### config.mk
export PLATFORM = sky130hd
export DESIGN_NAME = rv32c_fetch_aligner_flat
export DESIGN_NICKNAME = d
export VERILOG_FILES = /design/src/rtl/rv32c_pkg.sv /design/src/rtl/rv32c_fetch_aligner_if.sv /design/src/rtl/hw_ring_buffer.sv /design/src/rtl/rv32c_fetch_aligner.sv /design/src/flat_wrapper.sv
export SDC_FILE = /design/constraint.sdc
export NUM_CORES = 1
export LEC_CHECK = 0
export CORE_AREA = 5 5 207 129
export DETAILED_ROUTE_END_ITERATION = 12
export DIE_AREA = 0 0 212 134
export PLACE_DENSITY = 0.81
export SLEW_MARGIN = 5
export SYNTH_ARGS = -nofsm -noshare
export SYNTH_HDL_FRONTEND = slang
export SYNTH_SLANG_ARGS = --single-unit
### constraint.sdc
create_clock -name CLK -period 5.85 [get_ports CLK]
set_input_delay 0.585 -clock CLK [delete_from_list [all_inputs] [get_ports CLK]]
set_output_delay 0.585 -clock CLK [all_outputs]
set_load 0.01 [all_outputs]
### src/rtl/rv32c_pkg.sv
// Shared types and constants for the RV32IC fetch aligner.
package rv32c_pkg;

  typedef logic [15:0] halfword_t;

  typedef enum logic [1:0] {
    IDLE,
    REQ,
    WAIT,
    DROP
  } fetch_state_t;

  // Low two bits of a halfword that mark the first half of a 32-bit instruction.
  localparam logic [1:0] INST_32_MARK = 2'b11;

  function automatic logic is_inst32(input halfword_t hw);
    return hw[1:0] == INST_32_MARK;
  endfunction

endpackage

### src/rtl/rv32c_fetch_aligner_if.sv
// Fetch-port, redirect and instruction-output signals of the fetch aligner.
// The master side is the aligner; the slave side is memory plus consumer.
interface rv32c_fetch_aligner_if #(
  parameter int unsigned FETCH_WIDTH = 32
);
  logic                   redirect;
  logic [31:0]            redirect_pc;
  logic                   fetch_req;
  logic [31:0]            fetch_addr;
  logic                   fetch_gnt;
  logic                   fetch_valid;
  logic [FETCH_WIDTH-1:0] fetch_rdata;
  logic                   inst_valid;
  logic                   inst_ready;
  logic [31:0]            inst;
  logic [31:0]            inst_pc;
  logic                   is_compressed;

  modport master (
    input  redirect, redirect_pc, fetch_gnt, fetch_valid, fetch_rdata, inst_ready,
    output fetch_req, fetch_addr, inst_valid, inst, inst_pc, is_compressed
  );

  modport slave (
    output redirect, redirect_pc, fetch_gnt, fetch_valid, fetch_rdata, inst_ready,
    input  fetch_req, fetch_addr, inst_valid, inst, inst_pc, is_compressed
  );

endinterface

### src/rtl/hw_ring_buffer.sv
// Circular halfword queue: pushes up to HPF halfwords starting at an offset
// within the fetch word, pops 0/1/2 halfwords from the head.
module hw_ring_buffer
  import rv32c_pkg::*;
#(
  parameter int unsigned BUF_HW = 8,
  parameter int unsigned HPF    = 2,
  localparam int unsigned PtrW  = $clog2(BUF_HW),
  localparam int unsigned CntW  = $clog2(BUF_HW + 1),
  localparam int unsigned OffW  = (HPF > 1) ? $clog2(HPF) : 1
) (
  input  logic                    CLK,
  input  logic                    RST,
  input  logic                    flush_i,
  input  logic                    push_i,
  input  logic [HPF-1:0][15:0]    push_data_i,
  input  logic [OffW-1:0]         push_start_i,
  input  logic [1:0]              pop_cnt_i,
  output halfword_t               head0_o,
  output halfword_t               head1_o,
  output logic [CntW-1:0]         count_o
);

  logic [PtrW-1:0] head_q, head_d;
  logic [PtrW-1:0] tail_q, tail_d;
  logic [CntW-1:0] count_q, count_d;
  logic [CntW-1:0] push_num;
  halfword_t       mem_q [BUF_HW];

  // Pointer and occupancy update; a flush wins over any push or pop.
  always_comb begin
    push_num = '0;
    if (push_i) begin
      push_num = CntW'(HPF) - CntW'(push_start_i);
    end
    if (flush_i) begin
      head_d  = '0;
      tail_d  = '0;
      count_d = '0;
    end else begin
      head_d  = head_q + PtrW'(pop_cnt_i);
      tail_d  = tail_q + PtrW'(push_num);
      count_d = count_q + push_num - CntW'(pop_cnt_i);
    end
  end

  // Pointer and count registers.
  always_ff @(posedge CLK or posedge RST) begin
    if (RST) begin
      head_q  <= '0;
      tail_q  <= '0;
      count_q <= '0;
    end else begin
      head_q  <= head_d;
      tail_q  <= tail_d;
      count_q <= count_d;
    end
  end

  // Storage write: halfwords below the start offset are not part of the stream.
  always_ff @(posedge CLK or posedge RST) begin
    if (RST) begin
      for (int unsigned i = 0; i < BUF_HW; i++) begin
        mem_q[i] <= '0;
      end
    end else if (push_i && !flush_i) begin
      for (int unsigned i = 0; i < HPF; i++) begin
        if (i >= 32'(push_start_i)) begin
          mem_q[tail_q + PtrW'(i - 32'(push_start_i))] <= push_data_i[i];
        end
      end
    end
  end

  assign head0_o = mem_q[head_q];
  assign head1_o = mem_q[head_q + PtrW'(1)];
  assign count_o = count_q;

endmodule

### src/rtl/rv32c_fetch_aligner.sv
// Fetch-side realignment buffer for mixed 16/32-bit RV32IC streams: issues
// aligned fetches, queues halfwords and hands out one whole instruction per
// handshake. Compressed instructions are zero-extended, not expanded.
module rv32c_fetch_aligner
  import rv32c_pkg::*;
#(
  parameter int unsigned FETCH_WIDTH = 32,
  parameter int unsigned BUF_HW      = 8,
  parameter logic [31:0] RESET_PC    = 32'h0000_0200
) (
  input logic                   CLK,
  input logic                   RST,
  rv32c_fetch_aligner_if.master bus
);

  localparam int unsigned Hpf        = FETCH_WIDTH / 16;
  localparam int unsigned FetchBytes = FETCH_WIDTH / 8;
  localparam int unsigned OffBits    = $clog2(FetchBytes);
  localparam int unsigned SkipW      = OffBits - 1;
  localparam int unsigned CntW       = $clog2(BUF_HW + 1);
  localparam logic [31:0] AlignMask  = ~(32'(FetchBytes) - 32'd1);

  fetch_state_t     state_q;
  logic             fetch_req_q;
  logic [31:0]      fetch_addr_q;
  logic [SkipW-1:0] skip_q;
  logic [31:0]      inst_pc_q;

  halfword_t        head0, head1;
  logic [CntW-1:0]  count;
  logic             head_comp;
  logic             inst_valid;
  logic             pop;
  logic [1:0]       pop_cnt;
  logic             push;
  logic             has_space;
  logic [Hpf-1:0][15:0] push_data;

  assign push_data = bus.fetch_rdata;
  // Only a response to a live request is queued; a redirect discards it.
  assign push      = (state_q == WAIT) && bus.fetch_valid && !bus.redirect;

  hw_ring_buffer #(
    .BUF_HW (BUF_HW),
    .HPF    (Hpf)
  ) u_buf (
    .CLK          (CLK),
    .RST          (RST),
    .flush_i      (bus.redirect),
    .push_i       (push),
    .push_data_i  (push_data),
    .push_start_i (skip_q),
    .pop_cnt_i    (pop_cnt),
    .head0_o      (head0),
    .head1_o      (head1),
    .count_o      (count)
  );

  // Head decode, output handshake and fetch space check.
  always_comb begin
    head_comp  = (count != '0) && !is_inst32(head0);
    inst_valid = head_comp || (count >= CntW'(2));
    pop        = inst_valid && bus.inst_ready && !bus.redirect;
    pop_cnt    = 2'd0;
    if (pop) begin
      pop_cnt = head_comp ? 2'd1 : 2'd2;
    end
    // Space is judged on the pre-pop count, so a granted fetch always fits.
    has_space  = (CntW'(BUF_HW) - count) >= CntW'(Hpf);
    bus.inst_valid    = inst_valid;
    bus.is_compressed = head_comp;
    bus.inst_pc       = inst_pc_q;
    if (count == '0) begin
      bus.inst = '0;
    end else if (head_comp) begin
      bus.inst = {16'h0000, head0};
    end else begin
      bus.inst = {head1, head0};
    end
  end

  assign bus.fetch_req  = fetch_req_q;
  assign bus.fetch_addr = fetch_addr_q;

  // Fetch FSM with PC tracking; redirect takes priority over everything.
  always_ff @(posedge CLK or posedge RST) begin
    if (RST) begin
      state_q      <= IDLE;
      fetch_req_q  <= 1'b0;
      fetch_addr_q <= RESET_PC & AlignMask;
      skip_q       <= RESET_PC[OffBits-1:1];
      inst_pc_q    <= RESET_PC;
    end else if (bus.redirect) begin
      fetch_req_q  <= 1'b0;
      fetch_addr_q <= bus.redirect_pc & AlignMask;
      skip_q       <= bus.redirect_pc[OffBits-1:1];
      inst_pc_q    <= bus.redirect_pc & 32'hFFFF_FFFE;
      unique case (state_q)
        IDLE: state_q <= IDLE;
        // A granted request still owes a response that must be swallowed.
        REQ:  state_q <= bus.fetch_gnt ? DROP : IDLE;
        WAIT: state_q <= bus.fetch_valid ? IDLE : DROP;
        // The outstanding response arriving now ends the drop; otherwise keep waiting.
        DROP: state_q <= bus.fetch_valid ? IDLE : DROP;
      endcase
    end else begin
      if (pop) begin
        inst_pc_q <= inst_pc_q + (head_comp ? 32'd2 : 32'd4);
      end
      unique case (state_q)
        IDLE: begin
          if (has_space) begin
            state_q     <= REQ;
            fetch_req_q <= 1'b1;
          end
        end
        REQ: begin
          if (bus.fetch_gnt) begin
            state_q     <= WAIT;
            fetch_req_q <= 1'b0;
          end
        end
        WAIT: begin
          if (bus.fetch_valid) begin
            state_q      <= IDLE;
            skip_q       <= '0;
            fetch_addr_q <= fetch_addr_q + 32'(FetchBytes);
          end
        end
        DROP: begin
          if (bus.fetch_valid) begin
            state_q <= IDLE;
          end
        end
      endcase
    end
  end

endmodule
### src/flat_wrapper.sv
// flat-port wrapper written by rule: the top's interface ports become plain ports
module rv32c_fetch_aligner_flat import rv32c_pkg::*;
#(
  parameter int unsigned FETCH_WIDTH = 32,
  parameter int unsigned BUF_HW      = 8,
  parameter logic [31:0] RESET_PC    = 32'h0000_0200
)
  (CLK, RST, bus_redirect, bus_redirect_pc, bus_fetch_gnt, bus_fetch_valid, bus_fetch_rdata, bus_inst_ready, bus_fetch_req, bus_fetch_addr, bus_inst_valid, bus_inst, bus_inst_pc, bus_is_compressed);
  rv32c_fetch_aligner_if #(.FETCH_WIDTH(FETCH_WIDTH)) bus_i ();
  input logic CLK;
  input logic RST;
  input wire logic [$bits(bus_i.redirect)-1:0] bus_redirect;
  input wire logic [$bits(bus_i.redirect_pc)-1:0] bus_redirect_pc;
  input wire logic [$bits(bus_i.fetch_gnt)-1:0] bus_fetch_gnt;
  input wire logic [$bits(bus_i.fetch_valid)-1:0] bus_fetch_valid;
  input wire logic [$bits(bus_i.fetch_rdata)-1:0] bus_fetch_rdata;
  input wire logic [$bits(bus_i.inst_ready)-1:0] bus_inst_ready;
  output wire logic [$bits(bus_i.fetch_req)-1:0] bus_fetch_req;
  output wire logic [$bits(bus_i.fetch_addr)-1:0] bus_fetch_addr;
  output wire logic [$bits(bus_i.inst_valid)-1:0] bus_inst_valid;
  output wire logic [$bits(bus_i.inst)-1:0] bus_inst;
  output wire logic [$bits(bus_i.inst_pc)-1:0] bus_inst_pc;
  output wire logic [$bits(bus_i.is_compressed)-1:0] bus_is_compressed;
  assign bus_i.redirect = bus_redirect;
  assign bus_i.redirect_pc = bus_redirect_pc;
  assign bus_i.fetch_gnt = bus_fetch_gnt;
  assign bus_i.fetch_valid = bus_fetch_valid;
  assign bus_i.fetch_rdata = bus_fetch_rdata;
  assign bus_i.inst_ready = bus_inst_ready;
  assign bus_fetch_req = bus_i.fetch_req;
  assign bus_fetch_addr = bus_i.fetch_addr;
  assign bus_inst_valid = bus_i.inst_valid;
  assign bus_inst = bus_i.inst;
  assign bus_inst_pc = bus_i.inst_pc;
  assign bus_is_compressed = bus_i.is_compressed;
  rv32c_fetch_aligner #(.FETCH_WIDTH(FETCH_WIDTH), .BUF_HW(BUF_HW), .RESET_PC(RESET_PC)) u_core (.CLK(CLK), .RST(RST), .bus(bus_i));
endmodule
==> results.txt <==
async set or reset register ratio after synthesis - 100%
Storage cell area - 5090 sq um
Clk pin slew, worst setup/hold paths - 70 ps
Via-to-Cell Ratio - 6.49
net count of the finished layout - 1,413
Syn Area/Cell - 9.94 sq um
chip height - 134 um
final routed DRC violation total - 0
effective utilization at floorplan - 49.6%
required time at the endpoint of the critical path - 5270 ps
arrival time worst endpoint - 4310 ps
post-route cell area - 14,700 sq um
# clock sinks - 203
clock share of power - 22.6%
total internal power - 3.78 mW
placeable core region - 24,700 sq um
area occupied by multi-input gates - 6650 sq um
biggest fanout along the worst timing path - 37
final critical-path share of the clock period - 83.6%
Worst IR Drop VDD - 0.247 mV
worst slew margin relative to its limit - 8.89%
net switching component of the power - 2.31 mW
cell area after placement - 14,000 sq um
number of buffers created by CTS - 21
CTS Root Buffer Type - clkbuf_16
result of the run - finished, final reports clean
setup fix buffers added after clock tree synthesis - 0
post-detailed-placement half-perimeter wirelength - 25.6 mm
DRC violation total after the first TritonRoute iteration - 1,493
CTS tree - done
power density of the placed cells - 414 nW/um^2
power after layout - 6.09 mW
hold_ws - 554 ps
max-slew violation count - 0
switching share of total power - 37.9%
most used flip-flop cell after synthesis - dfrtp_1
area added between synthesis and finish - 19.8%
post-cts gate resize count - 0
Yosys warning count - 0
wire length of the first global-routing pass - 60.4 mm
share of post-route cells with drive strength above 1 - 13.7%
drt pass-1 iters - 6
Final Setup Violations - 0
leakage - 5.95 nW
number of antenna violations at the first check in global routing - 1
Worst Setup Start Kind - flip-flop
Comb pwr share - 43.6%
setup skew after layout - 13.4 ps
port bufs - 164
Crit Path Class - reg -> out
Die ar. - 28,400 sq um
post-route minimum period - 4890 ps
maximum number of pins on one net before global-route repair - 108
flip-flop and latch count after synthesis - 203
CTS hold repair buffers - 0
clock latency on the worst-skew pair - 500 ps
cell area after synthesis - 12,300 sq um
setup TNS - 0 ps
number of enable-type register cells in the synthesized netlist - 0
share of total power in sequential cells - 33.8%
Rows - 45
I/O pin cnt - 169
RSZ-0062 raised after global routing - no
most common library cell in the layout ignoring fill and taps - dfrtp_1
die width - 212 um
highest attainable clock frequency - 204 MHz
Gate Count Post-Synth - 1,234
GP Congestion - 0.884
number of buffers between clock root and the deepest sink - 3
commonest non-fill, non-tap cells in the layout - 199 x dfrtp_1, 177 x nor2_1, 171 x a21oi_1
pin slew with the least headroom to its limit - 1370 ps
endpoints failing hold - 0
type of the tightest min-delay check - reg -> reg
sequential cell area fraction in the yosys report - 41.4%
total via count in the routed design - 10,787
number of unique standard cell types used by synthesis - 53
CTS H-Tree Depth - 1
residual overflow from global routing - 0
Total Wirelength - 38.9 mm
final antenna-violating net count - 0
Filler cells - 1,993
wire per inst - 23.4 um
maximum capacitance violations - 0
type of element capturing the critical path - output pin
all-layer global routing usage - 26.8%
via count of the first global-routing pass - 10,652
## registers in the layout (all words and copies together), names as in the netlist
name	cells
u_core.bus.fetch_addr	30
u_core.bus.fetch_req	1
u_core.bus.inst_pc	31
u_core.skip_q	1
u_core.state_q	2
u_core.u_buf.count_o	4
u_core.u_buf.head_q	3
u_core.u_buf.mem_q	128
u_core.u_buf.tail_q	3
## power groups by stage
stage               Combinational, mW  Sequential [mW]  Clock, mW
floorplan                        1.76             1.95          0
global placement                 2.55             2.04          0
detailed placement               2.61             2.06          0
CTS                              2.63             2.04       1.39
global route                     2.86             2.10       1.46
finish                           2.65             2.06       1.38
## cell type report
| cell class | instances | area share (%) |
|---|---|---|
| diodes | 1 | 0.0170 |
| clock buffers | 31 | 4.10 |
| clock inverters | 5 | 0.511 |
| inverters | 29 | 0.766 |
| multi-input cells | 886 | 45.2 |
| flip-flops and latches | 203 | 34.6 |
| well taps | 329 | 2.80 |
| repair buffers | 179 | 11.9 |
## cell families (layout without fill, tap and decap cells)
group           after synthesis  after routing  share of synthesized area (%)
compound gates              325            325                           16.0
simple gates                325            325                           11.4
flops                       203            203                           41.4
buf+inv                     147            244                           4.84
mux                         143            143                           18.8
xor+xnor                     67             67                           4.78
fa+ha+maj                    23             23                           2.71
other cells                   1              4                         0.0306
## Yosys cell counts (all sizes together) (2+ instances only)
cell type    n  area [sq um]
mux2i       39           415
nor2b        8          50.1
xor2        34           298
a21oi      177           886
dfstp        2          52.6
and2         5          31.3
clkbuf      64           240
nor4         2          12.5
o31ai        2          15.0
o22ai      107           669
mux4        64          1440
nand2b       2          12.5
a2111oi     12           193
dfrtp      201          5030
nor3b        2          20.0
a211oi      10          80.1
xnor2       33           289
fa           6           120
inv         29           109
ha          17           213
nand2       72           270
and3        10          62.6
nor3         3          15.0
o21a         2          15.0
nand4       14          87.6
and4         4          35.0
nand3       24           120
nor2       177           664
mux2        40           450
buf         54           244
o21ai        5          25.0
## through the flow
stage	instances	setup WS [ps]	util, %
2_1_floorplan	1236	2400	-
3_3_place_gp	1626	1600	56.7
3_5_place_dp	1626	1520	56.7
4_1_cts	1662	1060	59.4
5_1_grt	1662	804	59.4
6_report	1663	956	59.4
## per-layer routing
layer / vias up / global-route usage, % / share of wire (%) / routed length, um
met5: - / 0 / 0.018 / 7
met4: 2 / 8.40 / 3.3 / 1290
met3: 139 / 8.60 / 12 / 4850
met2: 779 / 38.8 / 44 / 17000
met1: 5242 / 38.4 / 41 / 15800
li1: 4625 / - / - / -
## worst max-delay path, stage by stage, from the launching register on
cell and delay, ps:
dfrtp_4 840, buf_4 570, ha_2 320, xor2_2 980, nand2_1 200, a21oi_1 290, clkdlybuf4s50_1 590
## final timing paths
kind | startpoint | end | slack, ps | depth (start not counted)
worst max-delay path | u_core.u_buf.head_q[0] | bus_inst[19] | 960 | 6
worst min-delay path | u_core.u_buf.mem_q[30] | u_core.u_buf.mem_q[30] | 550 | 2
worst max register to register | u_core.u_buf.head_q[0] | u_core.bus.inst_pc[19] | 1430 | 12
worst min register to register | u_core.u_buf.mem_q[30] | u_core.u_buf.mem_q[30] | 550 | 2
max in group asynchronous | RST | u_core.bus.fetch_addr[12] | 3950 | 3
min in group asynchronous | RST | u_core.u_buf.mem_q[9] | 560 | 2
Power figures use the tool's default switching activity.
